<file path="src/rtl/alu_pkg.sv">
// alu_pkg: encodings shared by alu_seq and its iterative datapath.
//   op_e    - operation select (ADD, SUB, MUL, DIV)
//   state_e - sequencer states (IDLE, RUN, DONE)
package alu_pkg;

    typedef enum logic [1:0] {
        OP_ADD = 2'b00,
        OP_SUB = 2'b01,
        OP_MUL = 2'b10,
        OP_DIV = 2'b11
    } op_e;

    typedef enum logic [1:0] {
        ST_IDLE = 2'b00,
        ST_RUN  = 2'b01,
        ST_DONE = 2'b10
    } state_e;

endpackage

</file>
<file path="src/rtl/seq_muldiv.sv">
// seq_muldiv: one-bit-per-cycle multiply / divide engine.
//   clk, rst_n     - clock, synchronous active-low reset
//   load           - capture operands a, b and the mode is_div; clear counter
//   step           - perform one iteration
//   is_div         - 0: shift-add multiply (LSB first), 1: restoring divide
//   a, b           - operands (multiplier/dividend a, multiplicand/divisor b)
//   last           - the iteration being stepped this cycle is the W-th one
//   res_hi, res_lo - value the accumulator / shift register take at this edge
//                    (MUL: product high/low halves; DIV: remainder/quotient)
module seq_muldiv #(
    parameter int W = 8
) (
    input  logic         clk,
    input  logic         rst_n,
    input  logic         load,
    input  logic         step,
    input  logic         is_div,
    input  logic [W-1:0] a,
    input  logic [W-1:0] b,
    output logic         last,
    output logic [W-1:0] res_hi,
    output logic [W-1:0] res_lo
);

    localparam int CW = $clog2(W + 1);

    logic [W-1:0]  acc_reg, acc_next;
    logic [W-1:0]  sh_reg, sh_next;
    logic [W-1:0]  b_reg;
    logic          div_reg;
    logic [CW-1:0] cnt_reg;

    logic [W:0]    mul_sum;
    logic [W:0]    div_shift;

    assign last = (cnt_reg == CW'(W - 1));

    always_comb begin
        acc_next  = acc_reg;
        sh_next   = sh_reg;
        mul_sum   = {1'b0, acc_reg} + (sh_reg[0] ? {1'b0, b_reg} : {(W+1){1'b0}});
        div_shift = {acc_reg, sh_reg[W-1]};
        if (step) begin
            if (div_reg) begin
                // Remainder stays below the divisor, so the W-bit difference is exact.
                if (div_shift >= {1'b0, b_reg}) begin
                    acc_next = div_shift[W-1:0] - b_reg;
                    sh_next  = {sh_reg[W-2:0], 1'b1};
                end else begin
                    acc_next = div_shift[W-1:0];
                    sh_next  = {sh_reg[W-2:0], 1'b0};
                end
            end else begin
                // Add-then-shift right; the carry drops into the accumulator MSB.
                acc_next = mul_sum[W:1];
                sh_next  = {mul_sum[0], sh_reg[W-1:1]};
            end
        end
    end

    assign res_hi = acc_next;
    assign res_lo = sh_next;

    always_ff @(posedge clk) begin
        if (!rst_n) begin
            acc_reg <= '0;
            sh_reg  <= '0;
            b_reg   <= '0;
            div_reg <= 1'b0;
            cnt_reg <= '0;
        end else if (load) begin
            acc_reg <= '0;
            sh_reg  <= a;
            b_reg   <= b;
            div_reg <= is_div;
            cnt_reg <= '0;
        end else if (step) begin
            acc_reg <= acc_next;
            sh_reg  <= sh_next;
            cnt_reg <= cnt_reg + 1'b1;
        end
    end

endmodule

</file>
<file path="src/rtl/alu_seq.sv">
// alu_seq: sequential ALU. ADD/SUB (and DIV by zero) finish one cycle after
// acceptance; MUL/DIV iterate W cycles in seq_muldiv first.
//   clk, rst_n  - clock, synchronous active-low reset
//   start       - request, sampled only in IDLE
//   op, sub_dir - operation select; sub_dir=1 computes B-A for SUB
//   A, B        - unsigned operands
//   busy, done  - state != IDLE, one-cycle result-valid pulse
//   y, rem      - result / DIV remainder (registered, held until next result)
//   neg, div0   - SUB sign, DIV-by-zero flag
module alu_seq import alu_pkg::*; #(
    parameter int W = 8
) (
    input  logic           clk,
    input  logic           rst_n,
    input  logic           start,
    input  logic [1:0]     op,
    input  logic           sub_dir,
    input  logic [W-1:0]   A,
    input  logic [W-1:0]   B,
    output logic           busy,
    output logic           done,
    output logic [2*W-1:0] y,
    output logic [W-1:0]   rem,
    output logic           neg,
    output logic           div0
);

    state_e       state_reg, state_next;
    op_e          op_reg;
    logic         load, step, last;
    logic [W-1:0] res_hi, res_lo;

    logic [W:0]   add_sum;
    logic [W:0]   sub_diff;
    logic [W-1:0] sub_mag;

    seq_muldiv #(.W(W)) u_muldiv (
        .clk    (clk),
        .rst_n  (rst_n),
        .load   (load),
        .step   (step),
        .is_div (op_e'(op) == OP_DIV),
        .a      (A),
        .b      (B),
        .last   (last),
        .res_hi (res_hi),
        .res_lo (res_lo)
    );

    // Single-cycle results come straight from the operands at acceptance.
    always_comb begin
        add_sum  = {1'b0, A} + {1'b0, B};
        sub_diff = sub_dir ? ({1'b0, B} - {1'b0, A}) : ({1'b0, A} - {1'b0, B});
        // Magnitude never exceeds 2^W-1, so W-bit negation is exact.
        sub_mag  = sub_diff[W] ? ({W{1'b0}} - sub_diff[W-1:0]) : sub_diff[W-1:0];
    end

    always_comb begin
        state_next = state_reg;
        load       = 1'b0;
        step       = 1'b0;
        case (state_reg)
            ST_IDLE: begin
                if (start) begin
                    load = 1'b1;
                    if (op_e'(op) == OP_MUL || (op_e'(op) == OP_DIV && B != '0))
                        state_next = ST_RUN;
                    else
                        state_next = ST_DONE;
                end
            end
            ST_RUN: begin
                step = 1'b1;
                if (last)
                    state_next = ST_DONE;
            end
            ST_DONE: state_next = ST_IDLE;
            default: state_next = ST_IDLE;
        endcase
    end

    always_ff @(posedge clk) begin
        if (!rst_n) begin
            state_reg <= ST_IDLE;
            op_reg    <= OP_ADD;
            y         <= '0;
            rem       <= '0;
            neg       <= 1'b0;
            div0      <= 1'b0;
        end else begin
            state_reg <= state_next;
            if (load)
                op_reg <= op_e'(op);
            if (load && state_next == ST_DONE) begin
                case (op_e'(op))
                    OP_ADD: begin
                        y    <= {{(W-1){1'b0}}, add_sum};
                        rem  <= '0;
                        neg  <= 1'b0;
                        div0 <= 1'b0;
                    end
                    OP_SUB: begin
                        y    <= {{W{1'b0}}, sub_mag};
                        rem  <= '0;
                        neg  <= sub_diff[W];
                        div0 <= 1'b0;
                    end
                    default: begin
                        // Only DIV by zero reaches DONE directly besides ADD/SUB.
                        y    <= {{W{1'b0}}, {W{1'b1}}};
                        rem  <= A;
                        neg  <= 1'b0;
                        div0 <= 1'b1;
                    end
                endcase
            end
            if (step && last) begin
                neg  <= 1'b0;
                div0 <= 1'b0;
                if (op_reg == OP_MUL) begin
                    y   <= {res_hi, res_lo};
                    rem <= '0;
                end else begin
                    y   <= {{W{1'b0}}, res_lo};
                    rem <= res_hi;
                end
            end
        end
    end

    assign busy = (state_reg != ST_IDLE);
    assign done = (state_reg == ST_DONE);

endmodule

</file>
<file path="config.mk">
export PLATFORM = sky130hd
export DESIGN_NAME = alu_seq
export DESIGN_NICKNAME = d
export VERILOG_FILES = /design/src/rtl/alu_pkg.sv /design/src/rtl/seq_muldiv.sv /design/src/rtl/alu_seq.sv
export SDC_FILE = /design/constraint.sdc
export NUM_CORES = 1
export LEC_CHECK = 0
export ABC_AREA = 1
export BUFFER_PORTS_ARGS = -buffer_cell sky130_fd_sc_hd__buf_2
export CORE_MARGIN = 1
export CORE_UTILIZATION = 50
export DETAILED_ROUTE_END_ITERATION = 8
export PLACE_DENSITY = 0.67
export SLEW_MARGIN = 20
export SYNTH_ARGS = -nofsm -noshare
export SYNTH_HDL_FRONTEND = slang
export SYNTH_SLANG_ARGS = --single-unit
</file>
<file path="constraint.sdc">
create_clock -name clk -period 3.7 [get_ports clk]
set_input_delay 0.74 -clock clk [delete_from_list [all_inputs] [get_ports clk]]
set_output_delay 0.74 -clock clk [all_outputs]
set_load 0.005 [all_outputs]
</file>
# Word level (Yosys, flattened, before mapping)
# Index checks and enable logic that the tools add are counted.
# word_totals
ff_bits	59
input_bits	22
wordCells	69
output_inout_bits	28
# classes
n_addsub	7
muxes	28
n_reduce_logical	13
n_eq_ne	8
n_bitwise	1
order_cmp	1
# op_table
cell	n
8-bit two-way mux	13
16-bit two-way mux	3
9-bit one-hot mux with 2 select lines	1
8-bit by 8-bit subtractor with 9-bit output	2
2-bit equality test (second input constant)	5
8-bit by 8-bit adder with 9-bit output	1
8-bit by 9-bit adder with 9-bit output	1
9-bit by 8-bit >= comparator with 1-bit output	1
9-bit two-way mux	1
8-bit nonzero test	1
1-bit by 8-bit subtractor with 8-bit output (first input constant)	1
8-bit subtractor	1
1-bit two-way mux	6
2-bit two-way mux	3
2-bit nonzero test	3
2-bit OR reduction	3
4-bit by 1-bit adder with 4-bit output (second input constant)	1
2-bit by 1-bit equality test with 1-bit output (second input constant)	2
4-bit by 3-bit equality test with 1-bit output (second input constant)	1
2-bit logical NOT	2
2-bit one-hot mux with 2 select lines	1
1-bit logical AND	3
1-bit logical OR	1
1-bit inverter	1

# Longest topological paths before layout
# depth
ltp_word	10
ltp_mapped	18
mapped_depth_nobuf	18

# By module
# A second synthesis with hierarchy kept.
# unflattened
hier_cells	782
hier_area_um2	5046.1
# by_module_without_submodules
mod	seq_area_each_um2	n_inst	area_each_um2	cells_each
alu_seq	600.6	1	2725.1	412
seq_muldiv	580.6	1	2321.0	370

# Worst setup path after synthesis
# Ideal clock, no wire load.
# synth_path
kind	input-to-reg
startpoint	input port B[0]
endpoint	register y[6]
path_buffers	0
required_time_ps	3581
setup_slack_ps	1126
setup_ps	119
cell_stages	15
arrival_time_ps	2454
cell_sequence	inv_1 ha_1 inv_1 fa_1 o21ai_4 ha_1 inv_1 nor2_1 nand3_1 nor2_1 nand2_1 nand2_1 nor2_1 o21ai_1 a21oi_1
# synth_via
elab_chain_cells	9
elab_cells_between_ends	18
classes_between	4 x add/sub; 1 x eq/ne; 8 x mux; 5 x reduce/logical
# synth_rtl
element	line_no	rtl
start: declaration	alu_seq.sv:19	input logic [W-1:0] B,
parallel branches: the longest is 9 deep, another holds 8-bit by 8-bit subtractor with 9-bit output	n/a	
end signal: assignment	alu_seq.sv:97	y <= {{(W-1){1'b0}}, add_sum};
end signal: assignment	alu_seq.sv:103	y <= {{W{1'b0}}, sub_mag};
end signal: assignment	alu_seq.sv:110	y <= {{W{1'b0}}, {W{1'b1}}};
end: declaration	alu_seq.sv:22	output logic [2*W-1:0] y,
# Several ways; the timed one is not identified. The select of a mux whose other input is x is not followed.
# A chain may end at the register's enable or synchronous reset.

# Worst setup path in the final report
# layout_path
startpoint	input port A[0]
endpoint	register y[6]
# layout_via
elab_chain_cells	7
elab_cells_between_ends	9
classes_between	4 x add/sub; 5 x mux
# layout_rtl
element	line_no	rtl
start: declaration	alu_seq.sv:18	input logic [W-1:0] A,
8-bit by 8-bit subtractor with 9-bit output	alu_seq.sv:53	sub_diff = sub_dir ? ({1'b0, B} - {1'b0, A}) : ({1'b0, A} - {1'b0, B});
9-bit two-way mux	alu_seq.sv:53	
1-bit by 8-bit subtractor with 8-bit output	alu_seq.sv:55	sub_mag = sub_diff[W] ? ({W{1'b0}} - sub_diff[W-1:0]) : sub_diff[W-1:0];
8-bit two-way mux	alu_seq.sv:55	
9-bit one-hot mux with 2 select lines (*)	alu_seq.sv:95	case (op_e'(op))
16-bit two-way mux (*)	alu_seq.sv:94	if (load && state_next == ST_DONE) begin
16-bit two-way mux (*)	alu_seq.sv:117	if (step && last) begin
end signal: assignment	alu_seq.sv:97	
end signal: assignment	alu_seq.sv:121	y <= {res_hi, res_lo};
end signal: assignment	alu_seq.sv:124	y <= {{W{1'b0}}, res_lo};
# Every way passes the cells marked *; elsewhere a longest branch is shown, timed or not. The select of a mux whose other input is x is not followed.

==> impl_metrics.env <==
export IMPL_status="finished clean"
export IMPL_hold_depth=2
export IMPL_critPathArrivalTime_ns=2.87
export IMPL_max_freq_mhz=384.7
export IMPL_relSlewSlack=0.5530
export IMPL_cts_tree="done"
export IMPL_area_growth_pct=10.13
export IMPL_root_buffer="clkbuf_8"
export IMPL_holdCritStartpoint="y[9]"
export IMPL_synthDistinctLibCells=47
export IMPL_power_density_mw_per_mm2=352.3
export IMPL_critical_path_top_delay_family="adder cells"
export IMPL_die_y_um=100.6
export IMPL_vias=5042
export IMPL_gp_congestion=0.9159
export IMPL_cts_buffer_depth=2
export IMPL_portBuffers=49
export IMPL_crit_slowest_cell="fa_1"
export IMPL_post_dp_cell_area_mm2=0.005170
export IMPL_async_flop_share=0
export IMPL_slew_viol_final=0
export IMPL_regArea_mm2=0.001181
export IMPL_synth_edf_count=0
export IMPL_yosysSeqAreaShare=0.2428
export IMPL_drtPass1Iterations=5
export IMPL_hp_class="reg -> reg"
export IMPL_multiInputGateArea_mm2=0.003194
export IMPL_regToRegSetupSlack_ns=1.30
export IMPL_setup_worst_path_end_class="flip-flop"
export IMPL_skew_ns=0.01317
export IMPL_clk_latency_ns=0.35
export IMPL_critPathLaunch="A[0]"
export IMPL_grt_pass1_wl_um=23500
export IMPL_via_per_inst=5.565
export IMPL_start_util=0.5215
export IMPL_wl_per_cell_um=15.78
export IMPL_dr_first_iter_drc_count=303
export IMPL_track_usage=0.2976
export IMPL_regMostFlops="y"
export IMPL_grt_setup_unrepaired="false"
export IMPL_fin_ws_ns=1.101
export IMPL_place_ws_ns=0.7718
export IMPL_largest_reg_flops=16
export IMPL_path_cells="buf_2 -> inv_1 -> ha_1 -> inv_1 -> fa_1 -> inv_1 -> nand2_2 -> o21ai_4 -> ha_1 -> inv_1 -> nor2_1 -> nand3_1 -> nor2_1 -> nand2_1 -> nand2_1 -> nand2_1 -> nand2_1 -> o21ai_1 -> a21oi_1"
export IMPL_synth_cells=734
export IMPL_holdPathEnd="y[9]"
export IMPL_ir_drop_uv=158.6
export IMPL_fillCellCount=986
export IMPL_cp_max_fo=5
export IMPL_cts_sinks=59
export IMPL_worstReg2RegStart="u_muldiv.sh_reg[0]"
export IMPL_first_global_vias=4822
export IMPL_path_clk_slew_ns=0.08
export IMPL_htreeDepth=3
export IMPL_fin_util=0.5744
export IMPL_tns_ns=0
export IMPL_fp_coreArea_mm2=0.009328
export IMPL_cts_buffers=9
export IMPL_synth_seq_cells=59
export IMPL_cts_setup_buffers=0
export IMPL_grt_max_degree=30
export IMPL_drc=0
export IMPL_critPathRequiredTime_ns=3.98
export IMPL_hpwl_um=11140
export IMPL_worstSetupStartpointType="input port"
export IMPL_antenna_cells=0
export IMPL_ctsHoldBuffers=0
export IMPL_path_buf_inv=5
export IMPL_post_route_min_period_ns=2.599
export IMPL_fp_dieW_um=100.6
export IMPL_setup_viol=0
export IMPL_synth_nets=803
export IMPL_ys_warn_count=0
export IMPL_ioPinCount=50
export IMPL_ant_nets=0
export IMPL_hold_ws_ns=0.4673
export IMPL_drv_cap=0
export IMPL_overflow=0
export IMPL_nets=841
export IMPL_regToRegEndpoint="rem[7]"
export IMPL_rows=35
export IMPL_post_route_period_util=0.7025
export IMPL_crit_type="in -> reg"
export IMPL_p_leak_nw=2.656
export IMPL_cts_resized=0
export IMPL_worst_slew_pin_slew_ns=0.6696
export IMPL_drive_above_1_share=0.1441
export IMPL_antenna_found_initial=0
export IMPL_syn_area_mm2=0.004865
export IMPL_wl_um=14300
export IMPL_fin_area_mm2=0.005358
export IMPL_r2r_cells=16
export IMPL_syn_avg_cell_area_um2=6.628
export IMPL_worst_path_largest_cell_delay_ns=0.42
export IMPL_synth_flop_cell="dfxtp_1"
export IMPL_hold_viol=0
export IMPL_die_area_mm2=0.01013
cells in the final DEF (no fill, tap or decap), drive strengths merged, types with 2 or more instances in the layout:
cell type	instances
nand2	173
inv	95
a21oi	81
o21ai	66
nor2	64
dfxtp	59
nand3	55
buf	53
ha	42
nand4	11
clkbuf	11
o211ai	10
a31oi	9
xor2	6
or2	6
nor3	6
fa	5
a21boi	4
xnor2	4
a221oi	3
clkinvlp	3
nand3b	2
o22ai	2
o21bai	2
final cells by class:
| class | instances | area share |
|---|---|---|
| multi-input combinational | 555 | 0.5962 |
| sequential | 59 | 0.2205 |
| inverter | 94 | 0.06679 |
| timing repair buffer | 53 | 0.05138 |
| tap | 129 | 0.03013 |
| clock buffer | 11 | 0.02826 |
| clock inverter | 5 | 0.006773 |
report_power, final:
part	internal [mW]	total, mW	switching, mW
registers	0.673	0.702	0.0288
logic	0.208	0.618	0.411
clock network	0.281	0.567	0.287
total	1.16	1.89	0.726
cells in the mapped netlist, types with 4 or more instances:
cell type | number | area (µm²)
xnor2_1 | 4 | 35.03
a21oi_1 | 77 | 385.4
fa_1 | 5 | 100.1
a21boi_0 | 4 | 30.03
inv_1 | 88 | 330.3
clkbuf_1 | 13 | 48.80
nand4_1 | 11 | 68.82
a31oi_1 | 9 | 56.30
o211ai_1 | 10 | 75.07
nor2_1 | 58 | 217.7
nand2_2 | 11 | 68.82
dfxtp_1 | 59 | 1181
o21ai_0 | 52 | 260.3
buf_2 | 8 | 40.04
or2_2 | 4 | 25.02
ha_1 | 42 | 525.5
nand3_1 | 52 | 260.3
inv_2 | 5 | 18.77
o21ai_1 | 11 | 55.05
nand2_1 | 160 | 600.6
xor2_1 | 6 | 52.55
metal layers:
layer  wire length (µm)  part of all wire  track usage
met1               6271              0.44       0.3724
met2               6789              0.47       0.4984
met3                561             0.039      0.04161
met4                674             0.047       0.1538
met5                  0                 0            0
stage by stage:
step	cells	power (mW)
final	906	1.888
after global routing	906	1.996
after CTS	906	1.885
after detailed placement	890	1.325
after global placement	890	1.315
after floorplan	734	1.163
tightest hold or removal path: cells and delay by family, from the launching register on:
| kind | cells | cell delay [ns] |
|---|---|---|
| flip-flops | 1 | 0.31 |
| AO/OA/AOI/OAI | 1 | 0.05 |
| AND/OR/NAND/NOR | 1 | 0.06 |
how the worst max path moves through the flow:
stage | end | slack (ns) | cells after the start
after floorplan | y[6] | 1.13 | 15
after global placement | y[6] | 0.86 | 18
after detailed placement | y[6] | 0.77 | 19
after CTS | y[6] | 1.11 | 19
after global routing | y[6] | 0.89 | 19
final | y[6] | 1.10 | 19
logic make-up after synthesis:
group                    after synthesis  synth area share
flip-flops                            59            0.2428
XOR/XNOR                              10           0.01800
adder cells (fa/ha/maj)               47            0.1286
multiplexers                           1          0.002058
buffers and inverters                120            0.1006
AO/OA/AOI/OAI                        180            0.2114
AND/OR/NAND/NOR                      317            0.2966
No activity file was read; power rests on OpenSTA's default activity.
